$ cat config.mk
export PLATFORM = sky130hd
export DESIGN_NAME = mem_bus_arbiter
export DESIGN_NICKNAME = d
export VERILOG_FILES = /design/src/rtl/mem_bus_arbiter.sv
export SDC_FILE = /design/constraint.sdc
export NUM_CORES = 1
export LEC_CHECK = 0
export CORE_UTILIZATION = 41
export CTS_CLUSTER_DIAMETER = 100
export DETAILED_ROUTE_END_ITERATION = 6
export GPL_TIMING_DRIVEN = 0
export HOLD_SLACK_MARGIN = 0.06
export PLACE_DENSITY = 0.82
export REMOVE_ABC_BUFFERS = 1
export SLEW_MARGIN = 20
export SYNTH_ARGS = -nofsm -noshare
export SYNTH_HDL_FRONTEND = slang
export SYNTH_SLANG_ARGS = --single-unit
$ cat constraint.sdc
create_clock -name clk -period 2 [get_ports clk]
set_input_delay 0.2 -clock clk [delete_from_list [all_inputs] [get_ports clk]]
set_output_delay 0.2 -clock clk [all_outputs]
set_load 0.005 [all_outputs]
$ cat src/rtl/mem_bus_arbiter.sv
// mem_bus_arbiter: shares one memory port between the instruction-fetch side (i_*) and the
// data load/store side (d_*). One access is in flight at a time. Ties alternate between sides,
// and an access whose mem_ready never arrives is aborted after TIMEOUT+1 cycles with bus_error.
//
// Ports
//   clk, rst             clock (rising edge), asynchronous active-low reset
//   i_req, i_addr        fetch request (level, held until i_ack) and address
//   i_rdata, i_ack       fetched word and one-cycle completion pulse
//   d_re, d_we           data read / write request (level, held until d_ack; both = write)
//   d_addr, d_wdata      data address and write data
//   d_be                 data byte enables
//   d_rdata, d_ack       read data and one-cycle completion pulse
//   mem_req, mem_we      memory access in progress, write strobe
//   mem_addr, mem_wdata  memory address and write data
//   mem_be               memory byte enables
//   mem_rdata, mem_ready memory read data and completion of the current access
//   stall                a request is pending and not yet acknowledged
//   bus_error            pulses with the ack of a timed-out access
module mem_bus_arbiter #(
  parameter int unsigned ADDR_W  = 32,
  parameter int unsigned DATA_W  = 32,
  parameter int unsigned TIMEOUT = 255
) (
  input  logic                clk,
  input  logic                rst,
  input  logic                i_req,
  input  logic [ADDR_W-1:0]   i_addr,
  output logic [DATA_W-1:0]   i_rdata,
  output logic                i_ack,
  input  logic                d_re,
  input  logic                d_we,
  input  logic [ADDR_W-1:0]   d_addr,
  input  logic [DATA_W-1:0]   d_wdata,
  input  logic [DATA_W/8-1:0] d_be,
  output logic [DATA_W-1:0]   d_rdata,
  output logic                d_ack,
  output logic                mem_req,
  output logic                mem_we,
  output logic [ADDR_W-1:0]   mem_addr,
  output logic [DATA_W-1:0]   mem_wdata,
  output logic [DATA_W/8-1:0] mem_be,
  input  logic [DATA_W-1:0]   mem_rdata,
  input  logic                mem_ready,
  output logic                stall,
  output logic                bus_error
);

  localparam int unsigned BeW  = DATA_W / 8;
  localparam int unsigned CntW = (TIMEOUT > 0) ? $clog2(TIMEOUT + 1) : 1;

  typedef enum logic [1:0] {StIdle, StAccess, StResp} state_e;

  state_e state_q, state_d;

  // owner_q / last_grant_q: 1 = data side, 0 = fetch side
  logic              owner_q;
  logic              last_grant_q;
  logic [ADDR_W-1:0] addr_q;
  logic              we_q;
  logic [DATA_W-1:0] wdata_q;
  logic [BeW-1:0]    be_q;
  logic [CntW-1:0]   cnt_q;
  logic [DATA_W-1:0] rdata_q;
  logic              err_q;

  logic d_req;
  logic any_req;
  logic grant_d;
  logic timeout_hit;

  assign d_req   = d_re | d_we;
  assign any_req = i_req | d_req;
  // Under contention the side that was not served last wins.
  assign grant_d = d_req & (~i_req | ~last_grant_q);
  assign timeout_hit = (TIMEOUT != 0) && (cnt_q == CntW'(TIMEOUT));

  // State register
  always_ff @(posedge clk or negedge rst) begin
    if (!rst) begin
      state_q <= StIdle;
    end else begin
      state_q <= state_d;
    end
  end

  // Next-state logic; mem_ready takes priority over an expiring timeout.
  always_comb begin
    state_d = state_q;
    unique case (state_q)
      StIdle:   if (any_req) state_d = StAccess;
      StAccess: if (mem_ready || timeout_hit) state_d = StResp;
      StResp:   state_d = StIdle;
      default:  state_d = StIdle;
    endcase
  end

  // Access registers: latched at grant so the memory port ignores requester changes.
  always_ff @(posedge clk or negedge rst) begin
    if (!rst) begin
      owner_q      <= 1'b0;
      last_grant_q <= 1'b0;
      addr_q       <= '0;
      we_q         <= 1'b0;
      wdata_q      <= '0;
      be_q         <= '0;
      cnt_q        <= '0;
      rdata_q      <= '0;
      err_q        <= 1'b0;
    end else begin
      unique case (state_q)
        StIdle: begin
          if (any_req) begin
            owner_q <= grant_d;
            addr_q  <= grant_d ? d_addr : i_addr;
            we_q    <= grant_d & d_we;
            wdata_q <= grant_d ? d_wdata : '0;
            be_q    <= grant_d ? d_be : '1;
            cnt_q   <= '0;
            rdata_q <= '0;
            err_q   <= 1'b0;
          end
        end
        StAccess: begin
          if (mem_ready) begin
            rdata_q <= we_q ? '0 : mem_rdata;
          end else if (timeout_hit) begin
            err_q   <= 1'b1;
            rdata_q <= '0;
          end else begin
            cnt_q <= cnt_q + 1'b1;
          end
        end
        StResp: last_grant_q <= owner_q;
        default: ;
      endcase
    end
  end

  // Outputs
  always_comb begin
    mem_req   = 1'b0;
    mem_we    = 1'b0;
    mem_addr  = '0;
    mem_wdata = '0;
    mem_be    = '0;
    i_ack     = 1'b0;
    d_ack     = 1'b0;
    bus_error = 1'b0;
    unique case (state_q)
      StAccess: begin
        mem_req   = 1'b1;
        mem_we    = we_q;
        mem_addr  = addr_q;
        mem_wdata = wdata_q;
        mem_be    = be_q;
      end
      StResp: begin
        i_ack     = ~owner_q;
        d_ack     = owner_q;
        bus_error = err_q;
      end
      default: ;
    endcase
    i_rdata = i_ack ? rdata_q : '0;
    d_rdata = d_ack ? rdata_q : '0;
    // Gated by rst so the control unit never sees a stall while reset is held.
    stall   = rst & ((i_req & ~i_ack) | (d_req & ~d_ack));
  end

endmodule

==> impl_metrics.tcl, run 1 <==
set metrics [dict create \
    p_switching_mw 3.491 \
    crit_top_cell "buf_6" \
    cp.required_ns 1.80 \
    grt_usage_pct 26.75 \
    drive_gt1_share_pct 29.45 \
    grt_start_max_net_pins 65 \
    cts_sinks 114 \
    grtUsageMet1_pct 30.48 \
    timing.hold.ws_ns 0.3848 \
    finalCriticalPeriod_ns 2.058 \
    p_total_mw 11.26 \
    power_density_mw_per_mm2 1162 \
    drtIter0Drc 323 \
    finalNonFillerCells 1035 \
    coreArea_mm2 0.01319 \
    sw_frac_of_total_pct 30.99 \
    synth-main-ff-cell "dfrtp_1" \
    relSlewSlack_pct 50.42 \
    top_usage_layer "met2" \
    r2r_slack_ns 0 \
    cts_made_buffers 17 \
    fin_tns_setup_ns -0.9835 \
    syn2layout_area_growth_pct 75.44 \
    stdcell_area_mm2 0.009689 \
    crit_slowest_cell "dfrtp_2" \
    setup_viol 36 \
    cp_max_fo 7 \
    cp-end-kind "output port" \
    placed_cells 949 \
    p_leak_nw 4.931 \
    die_w_um 118.1 \
    ios 276 \
    seqPwrFrac_pct 33.0 \
    yosysSeqAreaShare_pct 51.65 \
    postSynthAreaPerCell_um2 10.32 \
    first_global_vias 5479 \
    gp_congestion 0.8519 \
    violations "negative setup slack" \
    hold_class "input port to async pin" \
    slowest_delay_ns 0.43 \
    crit_type "register to output port" \
    pre_cts_slack_ns -0.4763 \
    grt_overflow_total 0 \
    vias 5519 \
    syn_inst 535 \
    start_kind "register" \
    start_util_pct 41.87 \
    setup_ws_ns -0.05795 \
    intPower_mw 7.772 \
    peakVddDrop_uv 551.0 \
    routed_wl_um 19790 \
    hold_viol 0 \
    worstPathArrival_ns 1.86 \
    antenna_found_initial 0 \
    diodes 0 \
    post_drt_via_cell_ratio 5.332 \
    run_status "complete, but fails checks" \
    port_buffers 275 \
    met3_usage_pct 7.655 \
    power_frac_comb_pct 39.4 \
    grt_setup_unrepaired "yes" \
    place_hpwl_um 11760 \
    rows 42 \
    async_flop_share_pct 100.0 \
    slew_viol_final 0 \
    synth_edf_count 0 \
    post_dp_cell_area_mm2 0.008507 \
    clock_skew_ns 0.005972 \
    r2r_cells 7 \
    worst_pin_slew_ns 0.7421 \
    ys_warn_count 0 \
    die_y_um 118.1 \
    ant_nets 0 \
    clock_path_buffers 2 \
    yosysUniqueCellTypes 35 \
    clkPwrFrac_pct 27.6 \
    drv_cap 0 \
    grt_pass1_wl_um 29060 \
    routedWlPerCell_um 19.12 \
    timing.fmax_ghz 0.4859 \
    clk_pin_slew_ns 0.06 \
    final.period_utilization_pct 102.9 \
    clk_latency_ns 0.40 \
    drc_errors 0 \
    synth_area_mm2 0.005523 \
    postLayoutCoreUtil_pct 73.46 \
    ys_ff_latch 114 \
    num-nets-final 985 \
    cts_tree "yes" \
    die_area_mm2 0.01394 \
    cts-root-buf "clkbuf_16" \
    dr.pass1.iters 5 \
    crit_path_cell_trace "buf_4, buf_6, nand2b_4, nor2_4, buf_6, buf_6, buf_16, and2_1, clkbuf_2" \
    htree_num_levels 4 \
    use_met2_pct 47.87 \
]
path summary, 6_finish.rpt:
path                             from           to
min reg2reg                addr_q[29]   addr_q[29]
min                               rst   addr_q[17]
min in group clk              d_be[1]      be_q[1]
max reg2reg                state_q[1]     cnt_q[5]
max                        state_q[1]  i_rdata[28]
max in group asynchronous         rst  wdata_q[18]
Yosys cell counts, types with 5 or more instances:
library cell	instances	area, um^2
nand2b_1	5	31.28
buf_2	14	70.07
and3_1	32	200.2
dfrtp_1	114	2853
o21ai_0	40	200.2
a22o_1	65	569.3
nor2_1	9	33.78
clkbuf_1	27	101.4
mux2i_1	33	330.3
and2_1	103	644.4
nand2_1	48	180.2
power groups by stage:
| stage | sequential [mW] | combinational [mW] | clock [mW] |
|---|---|---|---|
| floorplan | 3.55 | 1.61 | 0 |
| global placement | 3.69 | 3.17 | 0 |
| detailed placement | 3.75 | 3.40 | 0 |
| CTS | 3.67 | 3.73 | 3.11 |
| global route | 3.82 | 4.73 | 3.23 |
| finish | 3.72 | 4.43 | 3.11 |
sequential cells by signal, indices dropped and copies added, names as in the netlist:
name / count
we_q: 1
rdata_q: 32
be_q: 4
wdata_q: 32
owner_q: 1
cnt_q: 8
addr_q: 32
last_grant_q: 1
err_q: 1
state_q: 2
cell type report:
type                            count  area [um^2]
Tap cell                          176        220.2
Clock inverter                     10        131.4
Sequential cell                   114         2859
Timing Repair inverter              3        41.29
Timing Repair Buffer              334         3293
Inverter                            2        20.02
Clock buffer                       22        474.2
Fill cell                         904         3501
Multi-Input combinational cell    374         2650
worst max-delay path, delay by kind of cell, from the launching register on:
family / cells / cell delay, ns
buffers and inverters: 6 / 0.74
DFF: 1 / 0.43
and+or+nand+nor: 3 / 0.29
routing by layer:
metal | part of all wire, % | up-vias
met4 | 1.5 | 0
li1 | - | 2517
met1 | 40 | 2716
met5 | 0 | -
met2 | 52 | 262
met3 | 6.4 | 24
cell usage in the layout (no fill, tap or decap), types with 3 or more instances in the layout:
master / count
clkdlybuf4s50_1: 136
dfrtp_1: 111
and2_1: 68
clkbuf_2: 68
a22o_1: 65
buf_6: 48
nand2_1: 47
o21ai_0: 39
and2_4: 35
mux2i_1: 33
and3_1: 31
dlygate4sd2_1: 25
clkbuf_16: 22
buf_4: 20
buf_16: 8
buf_12: 8
nor2_1: 7
dlymetal6s2s_1: 6
clkinv_2: 5
nand3_1: 4
nor4_1: 4
o22a_1: 4
nand2b_4: 3
clkinv_8: 3
a21oi_1: 3
or4_1: 3
clkbuf_8: 3
bufinv_16: 3
buf_8: 3
buf_2: 3
kinds of logic after synthesis:
logic type	after synthesis	synth area share (%)
buffers and inverters	47	3.783
AND/OR/NAND/NOR	218	22.20
multiplexers	33	5.981
flip-flops	114	51.65
adder cells (fa/ha/maj)	1	0.2265
AO/OA/AOI/OAI	122	16.15
timing repair:
action                                  4_1_cts  5_1_grt
gates resized for setup                     286      218
hold endpoints to repair                     50        0
buffers inserted                             26       15
hold buffers                                  2        0
endpoints found under the setup margin      178      116
pin swaps                                     2       33
gates cloned                                  6        7
No activity file was read; power rests on OpenSTA's default activity.
==> inputs of run 2 (changes only) <==
--- a/config.mk
+++ b/config.mk
@@ -16,3 +16,4 @@
 export SYNTH_ARGS = -nofsm -noshare
 export SYNTH_HDL_FRONTEND = slang
 export SYNTH_SLANG_ARGS = --single-unit
+export TNS_END_PERCENT = 50
==> impl_metrics.tcl, run 2 (synthesized netlist as in run 1, its figures left out) <==
set metrics [dict create \
    place_hpwl_um 11760 \
    worstPathArrival_ns 1.99 \
    grt_pass1_wl_um 29060 \
    cts_tree "yes" \
    coreArea_mm2 0.01319 \
    clkPwrFrac_pct 27.7 \
    violations "negative setup slack" \
    clk_latency_ns 0.40 \
    hold_class "input port to async pin" \
    cp-end-kind "output port" \
    ios 276 \
    vias 5498 \
    fin_tns_setup_ns -2.087 \
    diodes 0 \
    ant_nets 0 \
    power_density_mw_per_mm2 1157 \
    worst_pin_slew_ns 0.7412 \
    gp_congestion 0.8519 \
    routed_wl_um 19830 \
    mostFrequentLayoutCells "clkdlybuf4s50_1 (136), dfrtp_1 (111), and2_1 (71), a22o_1 (65), clkbuf_2 (63)" \
    intPower_mw 7.732 \
    power_frac_comb_pct 39.1 \
    relSlewSlack_pct 50.48 \
    antenna_found_initial 0 \
    routedWlPerCell_um 19.11 \
    grt_start_max_net_pins 65 \
    start_kind "register" \
    grt_setup_unrepaired "yes" \
    slew_viol_final 0 \
    finalCriticalPeriod_ns 2.185 \
    num-nets-final 988 \
    timing.fmax_ghz 0.4576 \
    run_status "complete, but fails checks" \
    clock_skew_ns 0.006427 \
    cts-root-buf "clkbuf_16" \
    cp_max_fo 13 \
    crit_type "register to output port" \
    p_leak_nw 4.958 \
    drc_errors 0 \
    drive_gt1_share_pct 28.77 \
    start_util_pct 41.87 \
    setup_ws_ns -0.1855 \
    port_buffers 275 \
    peakVddDrop_uv 551.4 \
    final.period_utilization_pct 109.3 \
    setup_viol 48 \
    htree_num_levels 4 \
    p_switching_mw 3.486 \
    post_drt_via_cell_ratio 5.297 \
    first_global_vias 5485 \
    seqPwrFrac_pct 33.2 \
    grt_overflow_total 0 \
    cp.required_ns 1.80 \
    pre_cts_slack_ns -0.4763 \
    hold_viol 0 \
    dr.pass1.iters 5 \
    die_y_um 118.1 \
    drv_cap 0 \
    cts_made_buffers 17 \
    top_regs "addr_q (32), rdata_q (32), wdata_q (32)" \
    syn2layout_area_growth_pct 75.58 \
    layout_commonest_cell "clkdlybuf4s50_1" \
    clock_path_buffers 2 \
    clk_pin_slew_ns 0.06 \
    grt_usage_pct 26.75 \
    die_w_um 118.1 \
    drtIter0Drc 303 \
    die_area_mm2 0.01394 \
    rows 42 \
    cts_sinks 114 \
    sw_frac_of_total_pct 31.07 \
]
==> run 2: cell count changes in the layout (fill, tap and decap cells not counted), moves of 3 or more <==
cell             previous run  this run
and2_1                     68        71
and2_4                     35        32
buf_2                       3         8
buf_4                      20        24
buf_6                      48        42
clkbuf_2                   68        63
clkdlybuf4s15_1             2         5
==> run 2: routing by layer <==
layer  vias up  part of all wire [%]  GRT usage (%)
met3        32                   6.6          7.703
met4         0                   1.9          8.734
li1       2521                     -              -
met1      2668                    39          30.45
met2       277                    52          47.87
met5         -                     0              0
==> run 2: timing repair <==
action | 4_1_cts | 5_1_grt
hold endpoints to repair | 50 | 0
hold buffers | 2 | 0
pin swaps | 2 | 30
cloned | 6 | 8
resized for setup | 284 | 206
setup endpoints to repair | 178 | 117
buffers inserted | 26 | 17
==> run 2: through the flow <==
stage | std cells | hold WS, ns | total power [mW] | util (%) | cell area [um^2]
floorplan | 490 | -0.09559 | 5.159 | - | 5321
global placement | 941 | 0.4547 | 6.862 | 62.88 | 8294
detailed placement | 949 | 0.1807 | 7.155 | 64.49 | 8507
CTS | 1015 | 0.3834 | 10.51 | 71.32 | 9408
global route | 1038 | 0.3896 | 11.74 | 73.52 | 9697
finish | 1038 | 0.3868 | 11.22 | 73.52 | 9697
==> run 2: final timing paths <==
check | from | end | slack (ns) | cells after the start
max in group asynchronous | rst | wdata_q[18] | 1.31 | 3
min reg2reg | addr_q[23] | addr_q[23] | 0.47 | 2
min | rst | addr_q[17] | 0.39 | 3
max reg2reg | state_q[0] | cnt_q[5] | 0.02 | 6
min in group clk | d_be[1] | be_q[1] | 0.39 | 2
max | state_q[1] | d_rdata[4] | -0.19 | 7
==> run 2: area by class of cell <==
cell class	count	area, um^2
Multi-Input combinational cell	374	2643
Fill cell	913	3493
Inverter	2	20.02
Tap cell	176	220.2
Sequential cell	114	2859
Timing Repair inverter	3	41.29
Clock buffer	22	474.2
Timing Repair Buffer	337	3308
Clock inverter	10	131.4
==> run 2: worst max-delay path, stage by stage, from the launching register on <==
cell,delay (ns)
dfrtp_2,0.43
buf_4,0.15
nor2b_4,0.13
buf_4,0.14
buf_4,0.14
clkbuf_16,0.16
and3_1,0.17
dlygate4sd2_1,0.26
==> run 2: power by group through the flow <==
stage,logic (mW),registers (mW),clock network [mW]
floorplan,1.61,3.55,0
global placement,3.17,3.69,0
detailed placement,3.40,3.75,0
CTS,3.73,3.67,3.11
global route,4.69,3.82,3.23
finish,4.39,3.72,3.11
